$ cat src/rtl/mips_defs.sv
// Shared MIPS pipeline definitions: widths, write-back select encoding,
// MEM-stage FSM states and the EX/MEM and MEM/WB register layouts.
package mips_defs;

  localparam int unsigned DATA_W     = 32;
  localparam int unsigned REG_ADDR_W = 5;

  localparam logic WB_SEL_ALU = 1'b0;
  localparam logic WB_SEL_MEM = 1'b1;

  typedef enum logic [1:0] {
    S_IDLE  = 2'd0,
    S_WAIT  = 2'd1,
    S_ABORT = 2'd2
  } mem_state_e;

  typedef struct packed {
    logic [DATA_W-1:0]     alu_res;
    logic [DATA_W-1:0]     rt_data;
    logic [REG_ADDR_W-1:0] rd;
    logic                  w_mem_ena;
    logic                  w_reg_ena;
    logic                  wb_sel;
  } ex_mem_t;

  typedef struct packed {
    logic [REG_ADDR_W-1:0] rd;
    logic                  w_reg_ena;
    logic                  wb_sel;
    logic [DATA_W-1:0]     alu_res;
    logic [DATA_W-1:0]     rdata;
  } mem_wb_t;

endpackage

$ cat src/rtl/pipe_reg.sv
// Pipeline register: async reset, synchronous clear (priority) and load enable.
module pipe_reg #(
  parameter int unsigned W = 1
) (
  input  logic         clk,
  input  logic         rst,
  input  logic         en,
  input  logic         clr,
  input  logic [W-1:0] d,
  output logic [W-1:0] q
);

  always_ff @(posedge clk or posedge rst) begin
    if (rst)      q <= '0;
    else if (clr) q <= '0;
    else if (en)  q <= d;
  end

endmodule

$ cat src/rtl/mem_stage.sv
// MIPS MEM stage: EX/MEM and MEM/WB registers, req/ack data-memory port
// with wait-cycle timeout, alignment check and front-end stall.
module mem_stage
  import mips_defs::*;
#(
  parameter int unsigned TIMEOUT = 15
) (
  input  logic                  clk,
  input  logic                  rst,
  input  logic [DATA_W-1:0]     ex_alu_res,
  input  logic [DATA_W-1:0]     ex_rt_data,
  input  logic [REG_ADDR_W-1:0] ex_rd,
  input  logic                  ex_w_mem_ena,
  input  logic                  ex_w_reg_ena,
  input  logic                  ex_wb_sel,
  input  logic                  flush,
  output logic                  mem_stall,
  output logic [DATA_W-1:0]     ex_mem_alu_res,
  output logic [REG_ADDR_W-1:0] ex_mem_rd,
  output logic                  ex_mem_w_reg_ena,
  output logic                  dm_req,
  output logic                  dm_we,
  output logic [DATA_W-1:0]     dm_addr,
  output logic [DATA_W-1:0]     dm_wdata,
  input  logic                  dm_ack,
  input  logic [DATA_W-1:0]     dm_rdata,
  output logic [REG_ADDR_W-1:0] mem_wb_rd,
  output logic                  mem_wb_w_reg_ena,
  output logic [DATA_W-1:0]     wb_w_data,
  output logic                  bus_err
);

  localparam logic [7:0] TIMEOUT_CNT = 8'(TIMEOUT);

  ex_mem_t    ex_mem_d, ex_mem_q;
  mem_wb_t    mem_wb_d, mem_wb_q;
  mem_state_e state_d, state_q;
  logic [7:0] cnt_d, cnt_q;
  logic       bus_err_d, bus_err_q;

  logic store, load, mem_op, aligned, wb_bubble;

  always_comb begin
    store     = ex_mem_q.w_mem_ena;
    load      = (ex_mem_q.wb_sel == WB_SEL_MEM) & ex_mem_q.w_reg_ena & ~ex_mem_q.w_mem_ena;
    mem_op    = store | load;
    aligned   = (ex_mem_q.alu_res[1:0] == 2'b00);
    // dm_req is purely combinational from flops, so it drops with async reset
    dm_req    = mem_op & aligned & (state_q != S_ABORT);
    mem_stall = dm_req & ~dm_ack;
    bus_err_d = (mem_op & ~aligned) | (state_q == S_ABORT);
    wb_bubble = mem_stall | bus_err_d;
  end

  always_comb begin
    ex_mem_d.alu_res   = ex_alu_res;
    ex_mem_d.rt_data   = ex_rt_data;
    ex_mem_d.rd        = ex_rd;
    ex_mem_d.w_mem_ena = ex_w_mem_ena;
    ex_mem_d.w_reg_ena = ex_w_reg_ena;
    ex_mem_d.wb_sel    = ex_wb_sel;

    mem_wb_d.rd        = ex_mem_q.rd;
    mem_wb_d.w_reg_ena = ex_mem_q.w_reg_ena & ~(ex_mem_q.w_mem_ena & ex_mem_q.wb_sel);
    mem_wb_d.wb_sel    = ex_mem_q.wb_sel;
    mem_wb_d.alu_res   = ex_mem_q.alu_res;
    mem_wb_d.rdata     = load ? dm_rdata : '0;
  end

  always_comb begin
    state_d = state_q;
    cnt_d   = cnt_q;
    unique case (state_q)
      S_IDLE: begin
        if (dm_req && !dm_ack) begin
          state_d = S_WAIT;
          cnt_d   = 8'd1;
        end
      end
      S_WAIT: begin
        if (dm_ack) begin
          state_d = S_IDLE;
          cnt_d   = '0;
        end else if (cnt_q == TIMEOUT_CNT) begin
          state_d = S_ABORT;
          cnt_d   = '0;
        end else begin
          cnt_d = cnt_q + 8'd1;
        end
      end
      S_ABORT: state_d = S_IDLE;
      default: begin
        state_d = S_IDLE;
        cnt_d   = '0;
      end
    endcase
  end

  always_ff @(posedge clk or posedge rst) begin
    if (rst) begin
      state_q   <= S_IDLE;
      cnt_q     <= '0;
      bus_err_q <= 1'b0;
    end else begin
      state_q   <= state_d;
      cnt_q     <= cnt_d;
      bus_err_q <= bus_err_d;
    end
  end

  // Flush only takes effect on edges where EX/MEM actually advances
  pipe_reg #(.W($bits(ex_mem_t))) u_ex_mem (
    .clk (clk),
    .rst (rst),
    .en  (~mem_stall),
    .clr (flush & ~mem_stall),
    .d   (ex_mem_d),
    .q   (ex_mem_q)
  );

  pipe_reg #(.W($bits(mem_wb_t))) u_mem_wb (
    .clk (clk),
    .rst (rst),
    .en  (1'b1),
    .clr (wb_bubble),
    .d   (mem_wb_d),
    .q   (mem_wb_q)
  );

  assign dm_we            = store;
  assign dm_addr          = ex_mem_q.alu_res;
  assign dm_wdata         = ex_mem_q.rt_data;
  assign ex_mem_alu_res   = ex_mem_q.alu_res;
  assign ex_mem_rd        = ex_mem_q.rd;
  assign ex_mem_w_reg_ena = ex_mem_q.w_reg_ena;
  assign mem_wb_rd        = mem_wb_q.rd;
  assign mem_wb_w_reg_ena = mem_wb_q.w_reg_ena;
  assign wb_w_data        = (mem_wb_q.wb_sel == WB_SEL_ALU) ? mem_wb_q.alu_res : mem_wb_q.rdata;
  assign bus_err          = bus_err_q;

endmodule
$ cat config.mk
export PLATFORM = sky130hd
export DESIGN_NAME = mem_stage
export DESIGN_NICKNAME = d
export VERILOG_FILES = /design/src/rtl/mips_defs.sv /design/src/rtl/pipe_reg.sv /design/src/rtl/mem_stage.sv
export SDC_FILE = /design/constraint.sdc
export NUM_CORES = 1
export LEC_CHECK = 0
export BUFFER_PORTS_ARGS = -buffer_cell sky130_fd_sc_hd__buf_2
export CAP_MARGIN = 20
export CORE_MARGIN = 4
export CORE_UTILIZATION = 30
export DETAILED_ROUTE_END_ITERATION = 6
export MAX_ROUTING_LAYER = met4
export SLEW_MARGIN = 10
export SYNTH_ARGS = -nofsm -noshare
export SYNTH_HDL_FRONTEND = slang
export SYNTH_SLANG_ARGS = --single-unit
$ cat constraint.sdc
create_clock -name clk -period 4.6 [get_ports clk]
set_input_delay 0.23 -clock clk [delete_from_list [all_inputs] [get_ports clk]]
set_output_delay 0.23 -clock clk [all_outputs]
set_load 0.005 [all_outputs]
# ---- Word-level counts from Yosys, hierarchy flattened
# Cells that the tools add are included.
dict set report word_totals {
  register_bits 154
  out_inout_bits 144
}
dict set report op_classes {
  addsub 1
  n_eq_ne 7
  mux 13
  bitwise_logic 18
  n_reduce_logical 6
}
# op n
set op_table {}
lappend op_table {{$mux W72} 2}
lappend op_table {{$mux W71} 1}
lappend op_table {{$mux W32} 2}
lappend op_table {{$mux W8} 3}
lappend op_table {{$pmux W8 S3} 1}
lappend op_table {{$and A1 B1 Y1} 9}
lappend op_table {{$add A8 B1 Y8 const B} 1}
lappend op_table {{$eq A8 B4 Y1 const B} 1}
lappend op_table {{$mux W2} 3}
lappend op_table {{$not A1 Y1} 6}
lappend op_table {{$logic_not A2 Y1} 2}
lappend op_table {{$ne A2 B2 Y1 const B} 2}
lappend op_table {{$pmux W2 S2} 1}
lappend op_table {{$reduce_and A2 Y1} 2}
lappend op_table {{$ne A3 B3 Y1 const B} 1}
lappend op_table {{$or A1 B1 Y1} 3}
lappend op_table {{$eq A2 B1 Y1 const B} 1}
lappend op_table {{$eq A2 B2 Y1 const B} 1}
lappend op_table {{$ne A2 B1 Y1 const B} 1}
lappend op_table {{$logic_and A1 B1 Y1} 1}
lappend op_table {{$logic_not A1 Y1} 1}

# ---- Depth between registers and ports, before layout
dict set report logic_depth {
  ltp_word 9
  mapped_depth 6
}

# ---- Modules after synthesis
# From an unflattened synthesis, not the netlist that was laid out.
dict set report unflattened {
  cells_unflattened 635
  area_unflattened_um2 7293.2
}
# mod n_inst cells_per_inst area_each_um2 seq_area_each_um2
set by_module_without_submodules {}
lappend by_module_without_submodules {{pipe_reg (u_ex_mem)} 1 233 2944.1 1801.7}
lappend by_module_without_submodules {{pipe_reg (u_mem_wb)} 1 230 2905.3 1776.7}
lappend by_module_without_submodules {mem_stage 1 172 1443.9 275.3}

# ---- Least setup slack after synthesis
# OpenSTA, ideal clock, no wires.
dict set report synth_timing {
  path_type {reg2out}
  start {register u_ex_mem.q[41]}
  end {output port mem_stall}
  arrival_ps 1348
  t_required_ps 4370
  path_slack_ps 3022
  path_stages_with_launch 5
  n_path_buf 2
  cell_sequence {dfrtp_1 -> or2_2 -> nor4_4 -> buf_4 -> buf_4}
}
dict set report synth_via {
  elab_chain_len 4
}
# element line
set synth_lines {}
lappend synth_lines {{start: declaration} pipe_reg.sv:10} ;# output logic [W-1:0] q
lappend synth_lines {{start signal: assignment} pipe_reg.sv:14} ;# if (rst) q <= '0;
lappend synth_lines {{start signal: assignment} pipe_reg.sv:15} ;# else if (clr) q <= '0;
lappend synth_lines {{start signal: assignment} pipe_reg.sv:16} ;# else if (en) q <= d;
lappend synth_lines {{$logic_not A2 Y1} mem_stage.sv:47} ;# aligned = (ex_mem_q.alu_res[1:0] == 2'b00);
lappend synth_lines {{$and A1 B1 Y1 (2 in series)} mem_stage.sv:49} ;# dm_req = mem_op & aligned & (state_q != S_ABORT);
lappend synth_lines {{$and A1 B1 Y1} mem_stage.sv:50} ;# mem_stall = dm_req & ~dm_ack;
lappend synth_lines {{end: declaration} mem_stage.sv:17} ;# output logic mem_stall,
# No other way between the ends.

# ---- Worst setup path after layout
# Ends and elaborated chain as after synthesis.

==> impl_metrics.json <==
{
  "status": "finished clean",
  "grtUsageTotal_pct": 13.7,
  "post_cts_buffers": 0,
  "ctsHoldBuffers": 8,
  "drtPass1Iterations": 4,
  "worst_pin_slew_ps": 900,
  "period_share_pct": 50.8,
  "nets": 920,
  "area_growth_pct": 20.8,
  "antenna_found_initial": 3,
  "power.share.sequential_pct": 45.9,
  "power_mw": 3.27,
  "synth_warnings": 0,
  "fp.dieW_um": 161,
  "wire_per_inst_um": 15.0,
  "vias_per_cell": 4.15,
  "layout-drive-gt1-share_pct": 39.7,
  "max_stage_delay_ps": 450,
  "p_per_area_nw_per_um2": 385,
  "critical_path_required_ps": 4370,
  "synth_cells": 667,
  "pin_count": 252,
  "switchingPower_uw": 831,
  "multi_input_area_um2": 2210,
  "worstSetupStartpointType": "register",
  "synth-main-ff-cell": "dfrtp_1",
  "cts_buffers": 17,
  "dieArea_um2": 25900,
  "vias": 4724,
  "clkTransAtPathRegs_ps": 60,
  "htree_levels": 4,
  "drcViolationCount": 0,
  "core_um2": 22800,
  "ant_nets": 0,
  "crit_path_top_delay_cell": "buf_4",
  "place.port_buffers": 251,
  "ir_drop_uv": 226,
  "avgSynthCellArea_um2": 10.5,
  "num_rows": 55,
  "post-route-util_pct": 37.1,
  "min_path_type": "primary input to register",
  "setup_tns_ps": 0,
  "grt_overflow": 0,
  "synthArstFlopShare_pct": 100,
  "die_y_um": 161,
  "numClockSinks": 154,
  "drv_cap": 0,
  "synth_edf_count": 0,
  "grt_pass1_wl_um": 27200,
  "gp_congestion": 0.725,
  "clock_latency_ps": 410,
  "syn_nets": 776,
  "cts-root-buf": "clkbuf_16",
  "p_comb_share_pct": 11.0,
  "maxSlewViolCount": 0,
  "grt_max_degree": 95,
  "critPathKind": "register to output pin",
  "rsz0062_at_grt": "false",
  "clockPowerShare_pct": 43.1,
  "critical_path_arrival_ps": 2110,
  "synth-seq-cells": 154,
  "ys_seq_area_share_pct": 54.9,
  "timing.slew.headroom_pct": 39.9,
  "max_freq_ghz": 0.428,
  "cts_tree": "yes",
  "drt_iter0_drc": 168,
  "fillCellCount": 2332,
  "clockBufferDepth": 2,
  "post-dp-hpwl_um": 11500,
  "postCtsResizedCells": 0,
  "end_kind": "output pin",
  "hold_viol_final": 0,
  "synthesis.area_um2": 7020,
  "power.internal_mw": 2.44,
  "setup_viol_count_final": 0,
  "skew_ps": 12.9,
  "regArea_um2": 3850,
  "synth_cell_type_count": 34,
  "crit_chain": "or2_2, nor4_4, buf_4, buf_2",
  "drt-total-wl_um": 17000,
  "grt_pass1_vias": 4993,
  "swShare_pct": 25.4,
  "start_util_pct": 30.7,
  "crit_fanout": 48,
  "final.min_clock_period_ps": 2340,
  "p_leak_nw": 4.32
}
## Yosys cell counts (all sizes together) (2+ instances only)
library cell	n	area [µm²]
clkbuf	24	91.3
nor3b	2	15.0
nand2b	71	444
or2	2	12.5
a21oi	4	23.8
o22ai	2	12.5
nor3	2	10.0
a22o	2	17.5
mux2	32	360
dfrtp	154	3850
nor2	8	30.0
and3	5	31.3
buf	117	867
nand2	77	289
o21ai	79	395
nor4	3	33.8
a21o	2	15.0
and2	68	425
inv	3	11.3
## critical path: cells and delay by family, from the launching register on
| kind | cells | cell delay, ps |
|---|---|---|
| buffers and inverters | 2 | 650 |
| flip-flops | 1 | 400 |
| AND/OR/NAND/NOR | 2 | 640 |
## metrics by stage
stage	worst slack [ps]	cells	area, µm²	hold WS (ps)
6_report	2260	1138	8480	27.6
5_1_grt	2140	1138	8480	8.04
4_1_cts	2220	1133	8450	0.410
3_5_place_dp	2620	1095	7790	298
3_3_place_gp	2670	1094	7770	295
2_1_floorplan	220	667	7020	359
## cell usage in the layout, fill, tap and decap left out, types with 2 or more instances in the layout
cell and instances:
a21o_1 2, o21ai_0 63, clkinvlp_4 3, o21ai_1 16
nor3b_1 2, a22o_1 2, nor4_1 2, inv_6 6
and2_1 68, or2_2 2, and3_1 5, nor2_1 6
nor2_4 2, o22ai_1 2, nor3_1 2, bufinv_16 2
inv_1 2, buf_4 3, buf_12 2, dlygate4sd3_1 10
mux2_2 32, a21oi_1 3, dfrtp_1 153, clkbuf_16 17
nand2b_1 71, nand2_1 77, buf_2 251, diode_2 3
## state kept, by name, indices dropped and copies added (netlist names)
| signal | count |
|---|---|
| u_mem_wb.q | 71 |
| cnt_q | 8 |
| state_q | 2 |
| u_ex_mem.q | 72 |
| bus_err | 1 |
## power groups by stage
stage	Clock, mW	Sequential (mW)	Combinational, mW
2_1_floorplan	0	1.50	0.277
3_3_place_gp	0	1.53	0.354
3_5_place_dp	0	1.53	0.362
4_1_cts	1.46	1.50	0.368
5_1_grt	1.52	1.51	0.405
6_report	1.41	1.50	0.358
## routing by layer
layer  wire length [µm]  global-route usage, %  vias up
met1               7740                   17.6     2187
met2               7790                   21.2      193
met3               1330                   4.36       12
met5                  0                      -        -
met4                167                   3.76        0
li1                   -                      -     2332
## layout make-up
| class | count | area share [%] |
|---|---|---|
| Antenna cell | 3 | 0.0885 |
| Clock buffer | 18 | 5.18 |
| Clock inverter | 12 | 1.65 |
| Inverter | 3 | 0.192 |
| Multi-Input combinational cell | 369 | 26.1 |
| Sequential cell | 154 | 45.5 |
| Tap cell | 313 | 4.62 |
| Timing Repair Buffer | 266 | 16.7 |
## final timing paths
path	start	end	slack, ps	cells after the start
worst min register to register	u_ex_mem.q[12]	u_ex_mem.q[12]	470	2
worst max register to register	u_ex_mem.q[0]	u_mem_wb.q[65]	2650	4
worst min-delay path	dm_rdata[12]	u_mem_wb.q[12]	30	2
min in group asynchronous	rst	u_ex_mem.q[32]	380	3
max in group asynchronous	rst	u_mem_wb.q[53]	3110	4
worst max-delay path	u_ex_mem.q[41]	mem_stall	2260	4
## kinds of logic (layout without fill, tap and decap cells)
kind of cell    count (synthesis)  after routing  share of synthesized area (%)
simple gates                  244            244                           19.0
buf+inv                       144            299                           13.8
mux                            32             32                           5.13
compound gates                 91             91                           6.86
flops                         154            154                           54.9
other cells                     0              3                              0
xor+xnor                        1              1                          0.125
fa+ha+maj                       1              1                          0.178
No activity file was read; power rests on OpenSTA's default activity.
